### config.mk
export PLATFORM = sky130hd
export DESIGN_NAME = lm_sm_sequencer
export DESIGN_NICKNAME = d
export VERILOG_FILES = /design/src/rtl/lm_sm_sequencer.sv
export SDC_FILE = /design/constraint.sdc
export NUM_CORES = 1
export LEC_CHECK = 0
export BUFFER_PORTS_ARGS = -buffer_cell sky130_fd_sc_hd__buf_2
export CAP_MARGIN = 0
export CORE_AREA = 2 2 50 57
export DETAILED_ROUTE_END_ITERATION = 6
export DIE_AREA = 0 0 52 59
export PLACE_DENSITY_LB_ADDON = 0.3
export SETUP_SLACK_MARGIN = 0.5
export SYNTH_ARGS = -nofsm -noshare
export SYNTH_HDL_FRONTEND = slang
export SYNTH_SLANG_ARGS = --single-unit
### constraint.sdc
create_clock -name i_clk -period 2 [get_ports i_clk]
set_input_delay 0.1 -clock i_clk [delete_from_list [all_inputs] [get_ports i_clk]]
set_output_delay 0.1 -clock i_clk [all_outputs]
set_load 0.02 [all_outputs]
### src/rtl/lm_sm_sequencer.sv
// Expands one LM/SM instruction in pipe1 into single-register load/store micro-ops, one per cycle.
// Latency: first micro-op 1 cycle after accept; k micro-ops for a k-bit mask (+1 base write-back when enabled).
// Backpressure: i_stall_in holds all state and outputs; o_stall_fetch freezes PC/pipe1 until the final micro-op is consumed.
//
// Optional feature macro: LMSM_BASE_WB_EN (adds a trailing base write-back micro-op, RA <= RA + count).
//
// Ports:
//   i_clk, i_reset        core clock, synchronous active-high reset
//   i_ir, i_ir_valid      instruction held in pipe1 and its valid flag
//   i_stall_in            downstream cannot accept a micro-op this cycle
//   i_flush               later stage redirected the PC; abandon the sequence
//   o_stall_fetch         hold PC and pipe1 (combinational)
//   o_busy                sequencer is expanding an instruction
//   o_uop_*               micro-op: valid, load(1)/store(0), reg, base, word offset, first, last, base write-back
module lm_sm_sequencer #(
    parameter int NREG = 8,
    parameter int W    = 16
) (
    input  logic         i_clk,
    input  logic         i_reset,
    input  logic [W-1:0] i_ir,
    input  logic         i_ir_valid,
    input  logic         i_stall_in,
    input  logic         i_flush,
    output logic         o_stall_fetch,
    output logic         o_busy,
    output logic         o_uop_valid,
    output logic         o_uop_load,
    output logic [2:0]   o_uop_reg,
    output logic [2:0]   o_uop_base,
    output logic [W-1:0] o_uop_offset,
    output logic         o_uop_first,
    output logic         o_uop_last,
    output logic         o_uop_wb
);

    // Count must reach NREG so the write-back offset can equal the full transfer count.
    localparam int CW = $clog2(NREG + 1);

    typedef enum logic [1:0] {
        S_IDLE = 2'd0,
`ifdef LMSM_BASE_WB_EN
        S_WB   = 2'd2,
`endif
        S_SEQ  = 2'd1
    } state_t;

    state_t          r_state;
    logic [NREG-1:0] r_mask;
    logic [2:0]      r_base;
    logic [CW-1:0]   r_count;
    logic            r_load;

    logic            w_match;
    logic [NREG-1:0] w_new_mask;
    logic            w_accept;
    logic [2:0]      w_low_idx;
    logic            w_last_reg;
    logic            w_seq_last;
    logic            w_unused_ir8;

    // Opcodes 0110 (LM) and 0111 (SM) share ir[15:13]; ir[12] selects store.
    assign w_match      = i_ir_valid && (i_ir[15:13] == 3'b011);
    assign w_new_mask   = i_ir[NREG-1:0];
    assign w_accept     = (r_state == S_IDLE) && w_match && (|w_new_mask);
    assign w_unused_ir8 = i_ir[8];

    // Lowest set bit of the remaining mask: scanning downwards leaves the lowest index last.
    always_comb begin
        w_low_idx = '0;
        for (int i = NREG - 1; i >= 0; i--) begin
            if (r_mask[i]) begin
                w_low_idx = 3'(i);
            end
        end
    end

    // Exactly one bit left: clearing the lowest set bit leaves zero.
    assign w_last_reg = (|r_mask) && ((r_mask & (r_mask - NREG'(1))) == '0);

`ifdef LMSM_BASE_WB_EN
    assign w_seq_last = 1'b0;
`else
    assign w_seq_last = w_last_reg;
`endif

    always_comb begin
        o_stall_fetch = 1'b0;
        o_busy        = 1'b0;
        o_uop_valid   = 1'b0;
        o_uop_load    = 1'b0;
        o_uop_reg     = '0;
        o_uop_base    = '0;
        o_uop_offset  = '0;
        o_uop_first   = 1'b0;
        o_uop_last    = 1'b0;
        o_uop_wb      = 1'b0;
        case (r_state)
            S_IDLE: begin
                o_stall_fetch = w_accept;
            end
            S_SEQ: begin
                o_busy        = 1'b1;
                o_uop_valid   = ~i_flush;
                o_uop_load    = r_load;
                o_uop_reg     = w_low_idx;
                o_uop_base    = r_base;
                o_uop_offset  = W'(r_count);
                o_uop_first   = (r_count == '0);
                o_uop_last    = w_seq_last;
                // Release pipe1 on the edge the final micro-op is consumed.
                o_stall_fetch = ~i_flush & ~(w_seq_last & ~i_stall_in);
            end
`ifdef LMSM_BASE_WB_EN
            S_WB: begin
                o_busy        = 1'b1;
                o_uop_valid   = ~i_flush;
                o_uop_load    = r_load;
                o_uop_reg     = r_base;
                o_uop_base    = r_base;
                o_uop_offset  = W'(r_count);
                o_uop_last    = 1'b1;
                o_uop_wb      = 1'b1;
                o_stall_fetch = ~i_flush & i_stall_in;
            end
`endif
            default: begin
                o_stall_fetch = 1'b0;
            end
        endcase
    end

    always_ff @(posedge i_clk) begin
        if (i_reset) begin
            r_state <= S_IDLE;
            r_mask  <= '0;
            r_base  <= '0;
            r_count <= '0;
            r_load  <= 1'b0;
        end else begin
            case (r_state)
                S_IDLE: begin
                    if (w_accept) begin
                        r_state <= S_SEQ;
                        r_mask  <= w_new_mask;
                        r_base  <= i_ir[11:9];
                        r_load  <= ~i_ir[12];
                        r_count <= '0;
                    end
                end
                S_SEQ: begin
                    if (i_flush) begin
                        r_state <= S_IDLE;
                        r_mask  <= '0;
                    end else if (!i_stall_in) begin
                        r_mask  <= r_mask & (r_mask - NREG'(1));
                        r_count <= r_count + CW'(1);
                        if (w_last_reg) begin
`ifdef LMSM_BASE_WB_EN
                            r_state <= S_WB;
`else
                            r_state <= S_IDLE;
`endif
                        end
                    end
                end
`ifdef LMSM_BASE_WB_EN
                S_WB: begin
                    if (i_flush || !i_stall_in) begin
                        r_state <= S_IDLE;
                        r_mask  <= '0;
                    end
                end
`endif
                default: begin
                    r_state <= S_IDLE;
                end
            endcase
        end
    end

endmodule

# Word-level counts from Yosys, hierarchy flattened
# Index checks and enable logic that the tools add are counted.
dict set report classes {
  n_addsub 2
  n_eq_ne 7
  n_mux 30
  bitwise_logic 7
  n_reduce_logical 14
}
# op count
set ops {}
lappend ops {{$mux W3} 10}
lappend ops {{$mux W8} 3}
lappend ops {{$mux W4} 4}
lappend ops {{$pmux W8 S2} 1}
lappend ops {{$reduce_or A8 Y1} 2}
lappend ops {{$and A8 B8 Y8} 1}
lappend ops {{$logic_not A8 Y1} 1}
lappend ops {{$mux W2} 4}
lappend ops {{$pmux W4 S2} 1}
lappend ops {{$sub A8 B1 Y8 const B} 1}
lappend ops {{$ne A2 B2 Y1 const B} 3}
lappend ops {{$ne A3 B3 Y1 const B} 2}
lappend ops {{$reduce_and A3 Y1} 2}
lappend ops {{$mux W1} 5}
lappend ops {{$add A4 B1 Y4 const B} 1}
lappend ops {{$logic_and A1 B1 Y1} 4}
lappend ops {{$logic_not A4 Y1} 1}
lappend ops {{$not A1 Y1} 4}
lappend ops {{$pmux W2 S2} 1}
lappend ops {{$reduce_and A4 Y1} 1}
lappend ops {{$eq A3 B2 Y1 const B} 1}
lappend ops {{$and A1 B1 Y1} 2}
lappend ops {{$eq A2 B1 Y1 const B} 1}
lappend ops {{$logic_not A2 Y1} 1}
lappend ops {{3 further kinds} 3}
dict set report totals {
  ff_bits 18
  inputBits 21
  output_inout_bits 29
  elab_cells 65
}

# Depth between registers and ports, before layout
# Gate-level depths: netlist of run 1.
dict set report depth {
  word_depth 9
  mapped_depth 6
}

# Worst setup path before layout of run 1
# No wires, ideal clock.
dict set report synth_timing {
  path_kind {flip-flop to output port}
  from {register r_mask[0]}
  to {output port o_uop_last}
  arrival_time_ns 1.701
  path_slack_ns 0.199
  path_stages_with_launch 6
  cell_sequence {dfxtp_1 buf_6 maj3_2 a2111oi_1 a21oi_1 nor3b_1}
}
dict set report synth_between {
  elab_chain_cells 5
}
# element line
set synth_lines {}
lappend synth_lines {{from (decl)} 49} ;# logic [NREG-1:0] r_mask;
lappend synth_lines {{from (signal assigned)} 145} ;# r_mask <= w_new_mask;
lappend synth_lines {{from (signal assigned)} 156} ;# r_mask <= r_mask & (r_mask - NREG'(1));
lappend synth_lines {{$sub A8 B1 Y8} 79} ;# assign w_last_reg = (|r_mask) && ((r_mask & (r_mask - NREG'(1))) == '0);
lappend synth_lines {{$and A8 B8 Y8} 79}
lappend synth_lines {{$logic_not A8 Y1} 79}
lappend synth_lines {{$logic_and A1 B1 Y1 *} 79}
lappend synth_lines {{$mux W1 *} 98} ;# case (r_state)
lappend synth_lines {{to (decl)} 33} ;# output logic o_uop_last,
# Mark *: on every way between the ends. The rest lies on a longest branch, timed or not.

# Worst setup path in the final report of run 1
dict set report layout_timing {
  from {register r_mask[4]}
  to {output port o_stall_fetch}
}
dict set report layout_between {
  elab_chain_cells 8
}
# element line
set layout_lines {}
lappend layout_lines {{$sub A8 B1 Y8} 79}
lappend layout_lines {{$and A8 B8 Y8} 79}
lappend layout_lines {{$logic_not A8 Y1} 79}
lappend layout_lines {{$logic_and A1 B1 Y1 *} 79}
lappend layout_lines {{$and A1 B1 Y1 *} 112} ;# o_stall_fetch = ~i_flush & ~(w_seq_last & ~i_stall_in);
lappend layout_lines {{$not A1 Y1 *} 112}
lappend layout_lines {{$and A1 B1 Y1 *} 112}
lappend layout_lines {{$pmux W1 S2 *} 98}
lappend layout_lines {{to (decl)} 25} ;# output logic o_stall_fetch,
# Marks and branches as above.

==> metrics.md, run 1 <==
| Metric | Value |
|---|---|
| GR Util All Layers | 19.7% |
| FF-to-FF Start | r_mask[4] |
| Vias/cell | 5.03 |
| Run status | complete, no violations |
| Yosys warning count | 0 |
| Drt wl/cell | 12.8 um |
| Max Freq | 0.530 GHz |
| First-pass DRT Iterations | 4 |
| I/O Buffers | 35 |
| Critical path class | flip-flop to output port |
| Full die area | 3070 um2 |
| Sequential share of the synthesized area | 30.9% |
| Vias | 1162 |
| Total grt overflow | 0 |
| Power Density | 432 nW/um2 |
| Worst hold path startpoint | i_ir[11] |
| Clock Sinks | 17 |
| H-tree levels | 1 |
| Die width | 52 um |
| Top_reg_cell synth | dfxtp_1 |
| Worst R2R End | r_state[0] |
| Hold Crit Depth | 3 |
| Clock buffer count from CTS | 3 |
| Final HPWL DP | 1990 um |
| Clock Latency Late Sink | 0.29 ns |
| Unrepaired setup endpoints after global routing | true |
| Fin nets | 224 |
| Synthesis-stage register bit count | 17 |
| Clock buffer depth | 2 |
| Tmin final | 1.89 ns |
| Mean Syn Cell Area | 7.29 um2 |
| N_diodes | 0 |
| Largest net degree at the start of global routing | 18 |
| Skew final | 0.00378 ns |
| # DRC | 0 |
| Fill count | 225 |
| Max-Cap Viols | 0 |
| Reg2Reg Depth | 6 |
| Critical path endpoint category | output port |
| FP Rows | 19 |
| CTS Root Buffer Type | clkbuf_4 |
| Worst rel slew slack | 64.8% |
| CTS tree | done |
| WL final | 2960 um |
| Initial DRC Count | 15 |
| Unique masters post-synth | 31 |
| Worst setup margin | 0.112 ns |
| Most frequent cell after synthesis | a21oi_1 |
| Post-synth EDFFs | 0 |
| Reg2reg setup slack | 0.42 ns |
| Layout cells sized above 1 | 43.0% |
| Layout area overhead | 41.7% |
| Worst Tran Pin Value | 0.528 ns |
| Synth Instances | 151 |
| Synth async-reset ratio | 0% |
| Largest cells by area after synthesis | dfxtp_1 (31%), a21oi_1 (9.1%), buf_4 (8.9%), nand2_1 (6.5%), and2_1 (5.7%) |
| Critical path origin | r_mask[4] |
| Netlist Area Pre-Place | 1100 um2 |
| Synth area leader | dfxtp_1 |
| Worst VDD drop | 0.000526 V |
| Core area | 2450 um2 |
| Die height | 59 um |
| Crit share post-route | 94.4% |
| Starting density of the core | 45.0% |
| Final hold violations | 0 |
| Non-Filler Instances | 231 |
| Crit path launch type | flip-flop |
| Hold Path Sink | r_base[2] |
| Most instantiated cells after synthesis | a21oi_1 (20), nand2_1 (19), dfxtp_1 (17) |
| Number of global-route vias before repair | 1057 |
| Worst slack, placed | 0.231 ns |
| Dpl cells | 211 |
| Yosys top cell area share | 30.9% |
| Final max-slew violation count | 0 |
| Static leakage | 0.673 nW |
| CP arrival | 1.79 ns |
| Ports | 50 |
| CP Max Fanout | 3 |
| CP required | 1.90 ns |
| Post-DRT Antenna Nets | 0 |
| Wire length of the first global-routing pass | 4550 um |
| Gp weighted congestion | 0.791 |
| Final Util | 63.7% |
| Hold crit path type | input pin to flip-flop |
| Setup TNS | 0 ns |
| Final number of setup-violating endpoints | 0 |
| Initial antenna violation count | 0 |
| Clock slew at reported path FFs | 0.10 ns |
stage by stage:
step	total power (W)	instance area, um2	hold slack, ns
floorplan	0.000448	1160	0.196
global placement	0.000459	1260	0.283
detailed placement	0.000462	1260	0.287
CTS	0.000665	1460	0.0297
global route	0.000712	1560	0.0272
finish	0.000674	1560	0.0350
where the power goes:
group	internal (W)	switching, W
clock network	0.0000745	0.000106
registers	0.000341	0.00000853
logic	0.0000628	0.0000815
total	0.000478	0.000196
worst max-delay path, stage by stage, from the launching register on:
cell and delay, ns:
dfxtp_4 0.36, maj3_2 0.33, a2111oi_4 0.22, a21oi_2 0.10
nor4_4 0.26, a21oi_2 0.06, buf_2 0.16
per-layer routing:
layer | routed length [um] | GRT usage [%] | share of wire [%] | vias up
li1 | - | - | - | 591
met1 | 1250 | 22.9 | 42 | 533
met2 | 1520 | 35.1 | 51 | 33
met3 | 133 | 3.79 | 4.5 | 5
met4 | 51 | 7.89 | 1.7 | 0
met5 | 0 | 0 | 0 | -
how the worst max path moves through the flow:
stage / cells past startpoint / endpoint / slack (ns)
2_1_floorplan: 6 / o_stall_fetch / 0.45
3_3_place_gp: 7 / o_stall_fetch / 0.29
3_5_place_dp: 6 / o_stall_fetch / 0.23
4_1_cts: 6 / o_stall_fetch / 0.08
5_1_grt: 6 / o_stall_fetch / 0.02
6_report: 6 / o_stall_fetch / 0.11
placed cells by master, fill, tap and decap left out, types with 2 or more instances in the layout:
master / instances
nor4_4: 2
conb_1: 13
a21oi_1: 17
buf_4: 19
clkbuf_4: 3
o21ai_1: 3
dfxtp_4: 4
nor3_4: 4
nand2b_1: 2
nand2_1: 19
nor4_1: 2
o21ai_0: 5
xor2_1: 3
nor3_1: 4
nand3b_1: 2
dfxtp_1: 6
buf_2: 33
and2_1: 10
ha_1: 2
a211oi_1: 2
a21oi_2: 3
nor2_1: 10
dfxtp_2: 7
inv_1: 7
registers in the layout (all words and copies together) (netlist names):
signal	flops
r_load	1
r_base	3
r_count	4
r_state	1
r_mask	8
final cells by class:
| cell class | instances | area [um2] | share of cell area, % |
|---|---|---|---|
| inverters | 8 | 30.0 | 1.92 |
| well taps | 31 | 38.8 | 2.49 |
| multi-input cells | 117 | 771 | 49.4 |
| flip-flops and latches | 17 | 364 | 23.3 |
| clock inverters | 1 | 5.00 | 0.321 |
| repair buffers | 54 | 329 | 21.1 |
| clock buffers | 3 | 22.5 | 1.44 |
cell families after synthesis:
family	synth area share, %
AO/OA/AOI/OAI	18.2
XOR/XNOR	2.39
adder cells (fa/ha/maj)	3.30
buffers and inverters	15.8
flip-flops	30.9
other	0.341
AND/OR/NAND/NOR	29.1
what timing repair did:
item	CTS	global route
hold endpoints to repair	1	0
endpoints found under the setup margin	4	17
hold buffers	1	0
resized for setup	23	19
pin swaps	2	2
buffers inserted	11	4
Note: power is estimated with default switching activity, not from simulation.
==> inputs of run 2 (changes only) <==
Settings changed: ABC_AREA from default to 1, CORE_AREA 2 2 50 57 to 2 2 51 58, DIE_AREA 0 0 52 59 to 0 0 53 60.
==> run 2 against run 1 <==
Critical endpoint unchanged. First-iteration DRC count increased by 13%. Largest cell class unchanged. Final cell count increased by 13%. Highest routed layer unchanged. Non-clock buffer count decreased by 13. Combinational power increased by 21%.
==> metrics.md, run 2 <==
| Metric | Value |
|---|---|
| Run status | complete, no violations |
| Unrepaired setup endpoints after global routing | true |
| Largest net degree at the start of global routing | 15 |
| Vias | 1166 |
| Vias/cell | 4.48 |
| Synth async-reset ratio | 0% |
| Yosys top cell area share | 29.2% |
| CTS tree | done |
| Layout area overhead | 24.7% |
| Synth area leader | dfxtp_1 |
| Dpl cells | 251 |
| Gp weighted congestion | 0.897 |
| Skew final | 0.00304 ns |
| Ports | 50 |
| Die width | 53 um |
| Power Density | 494 nW/um2 |
| Top_reg_cell synth | dfxtp_1 |
| Placed Area | 1330 um2 |
| CTS Root Buffer Type | clkbuf_4 |
| Setup TNS | 0 ns |
| Most frequent cells in the layout | nand2_1 (33), buf_2 (33), nor2_1 (27) |
| Final max-slew violation count | 0 |
| Reg with most FFs | r_mask |
| Top flop regs | r_mask (8), r_count (4), r_base (3) |
| Crit path launch type | flip-flop |
| Wire length of the first global-routing pass | 3930 um |
| Worst VDD drop | 0.000342 V |
| Max-Cap Viols | 0 |
| Tmin final | 1.71 ns |
| Multi-input logic area | 697 um2 |
| Initial antenna violation count | 0 |
| Worst R2R End | r_mask[7] |
| Reg2reg setup slack | 0.64 ns |
| CP Max Fanout | 5 |
| Netlist Area Pre-Place | 1170 um2 |
| Unique masters post-synth | 25 |
| Total grt overflow | 0 |
| Clock buffer depth | 2 |
| Hold Path Sink | r_mask[0] |
| Hold crit path type | input pin to flip-flop |
| Fin nets | 251 |
| CP arrival | 1.61 ns |
| Fill count | 280 |
| Worst hold path startpoint | i_reset |
| FF-to-FF Start | r_mask[1] |
| Critical path class | flip-flop to output port |
| Hold Crit Depth | 2 |
| Post-synth EDFFs | 0 |
| FP Rows | 20 |
| Final hold violations | 0 |
| WL final | 2550 um |
| Static leakage | 0.796 nW |
| I/O Buffers | 35 |
| Final number of setup-violating endpoints | 0 |
| Starting density of the core | 44.4% |
| Crit share post-route | 85.3% |
| Reg2Reg Depth | 8 |
| Most frequent cell after synthesis | nand2_1 |
| Mean Syn Cell Area | 6.27 um2 |
| Non-Filler Instances | 260 |
| FF/Latch Area | 355 um2 |
| Design area | 1450 um2 |
| Synth Instances | 186 |
| Full die area | 3180 um2 |
| # DRC | 0 |
| First-pass DRT Iterations | 4 |
| CP required | 1.90 ns |
| Layout cells sized above 1 | 32.2% |
| Clock Sinks | 17 |
| Drt wl/cell | 9.82 um |
| Initial DRC Count | 17 |
| Clock Latency Late Sink | 0.29 ns |
| GR Util All Layers | 16.7% |
| Clock slew at reported path FFs | 0.10 ns |
| Clock buffer count from CTS | 3 |
| Post-DRT Antenna Nets | 0 |
| H-tree levels | 1 |
| Core area | 2630 um2 |
| Number of flip-flops in the largest register | 8 |
| Synthesis-stage register bit count | 17 |
| Number of global-route vias before repair | 964 |
| Critical path endpoint category | output port |
| N_diodes | 0 |
| Max Freq | 0.586 GHz |
| Most instantiated cells after synthesis | nand2_1 (36), nor2_1 (33), inv_1 (23) |
| Sequential share of the synthesized area | 29.2% |
| Final HPWL DP | 1960 um |
| Yosys warning count | 0 |
| Die height | 60 um |
| Largest cells by area after synthesis | dfxtp_1 (29%), nand2_1 (12%), nor2_1 (11%), buf_4 (8.4%), inv_1 (7.4%) |
## run 2: cell count changes after synthesis, sizes merged, moves of 3 or more
cell / before / now
a211oi: 3 / 0
a21oi: 20 / 9
and2: 10 / 0
buf: 17 / 13
inv: 8 / 25
nand2: 19 / 40
nand3: 0 / 9
nor2: 11 / 36
nor3: 8 / 5
o21ai: 8 / 19
xor2: 3 / 0
## run 2: cell families (layout without fill, tap and decap cells)
group	count (synthesis)	in the layout	synth area share, %
other cells	1	13	0.322
simple gates	93	93	35.9
fa+ha+maj	2	2	2.15
flops	17	17	29.2
compound gates	31	31	14.3
buf+inv	42	71	18.1
## run 2: cell type report
| cell class | instances | area share [%] |
|---|---|---|
| Multi-Input combinational cell | 139 | 47.9 |
| Sequential cell | 17 | 24.4 |
| Timing Repair Buffer | 41 | 15.9 |
| Inverter | 26 | 7.06 |
| Tap cell | 33 | 2.84 |
| Clock buffer | 4 | 1.81 |
## run 2: how the worst max path moves through the flow
stage	endpoint	cells after the start	start
5_1_grt	o_stall_fetch	9	r_mask[1]
4_1_cts	o_stall_fetch	9	r_mask[0]
3_3_place_gp	r_mask[2]	8	r_state[0]
2_1_floorplan	o_uop_first	3	r_state[0]
6_report	o_stall_fetch	9	r_mask[1]
3_5_place_dp	r_mask[2]	8	r_state[0]
## run 2: worst max-delay path, cell delays in order (launching register included)
cell	delay [ns]
dfxtp_4	0.37
nor2_4	0.18
nand2_2	0.12
nand2_2	0.08
nand2_1	0.06
nor2_2	0.12
nand4_1	0.09
nand2_1	0.09
nand2_1	0.07
buf_6	0.13
## run 2: layer usage
metal	routed length, um	vias up	share of wire [%]	track usage [%]
met5	0	-	0	0
met4	42	0	1.6	8.79
met3	162	4	6.3	2.00
met2	1250	40	49	29.6
met1	1100	481	43	19.3
li1	-	641	-	-
## run 2: power by group
group / switching (W) / internal [W]
clock network: 0.000108 / 0.0000774
registers: 0.0000113 / 0.000348
logic: 0.000111 / 0.0000626
total: 0.000231 / 0.000488
## run 2: metrics by stage
step	power [W]	hold WS, ns	setup slack [ns]	util, %
floorplan	0.000495	0.162	0.588	-
global placement	0.000521	0.282	0.511	50.5
detailed placement	0.000520	0.287	0.502	50.5
CTS	0.000710	0.0298	0.302	53.3
global route	0.000761	0.0324	0.162	55.3
finish	0.000719	0.0340	0.294	55.3
## run 2: what timing repair did
item	4_1_cts	5_1_grt
endpoints found under the hold margin	1	0
cloned	0	0
pin swaps	7	7
gates resized for setup	9	15
hold buffers	1	0
endpoints found under the setup margin	8	7
buffers inserted	2	2
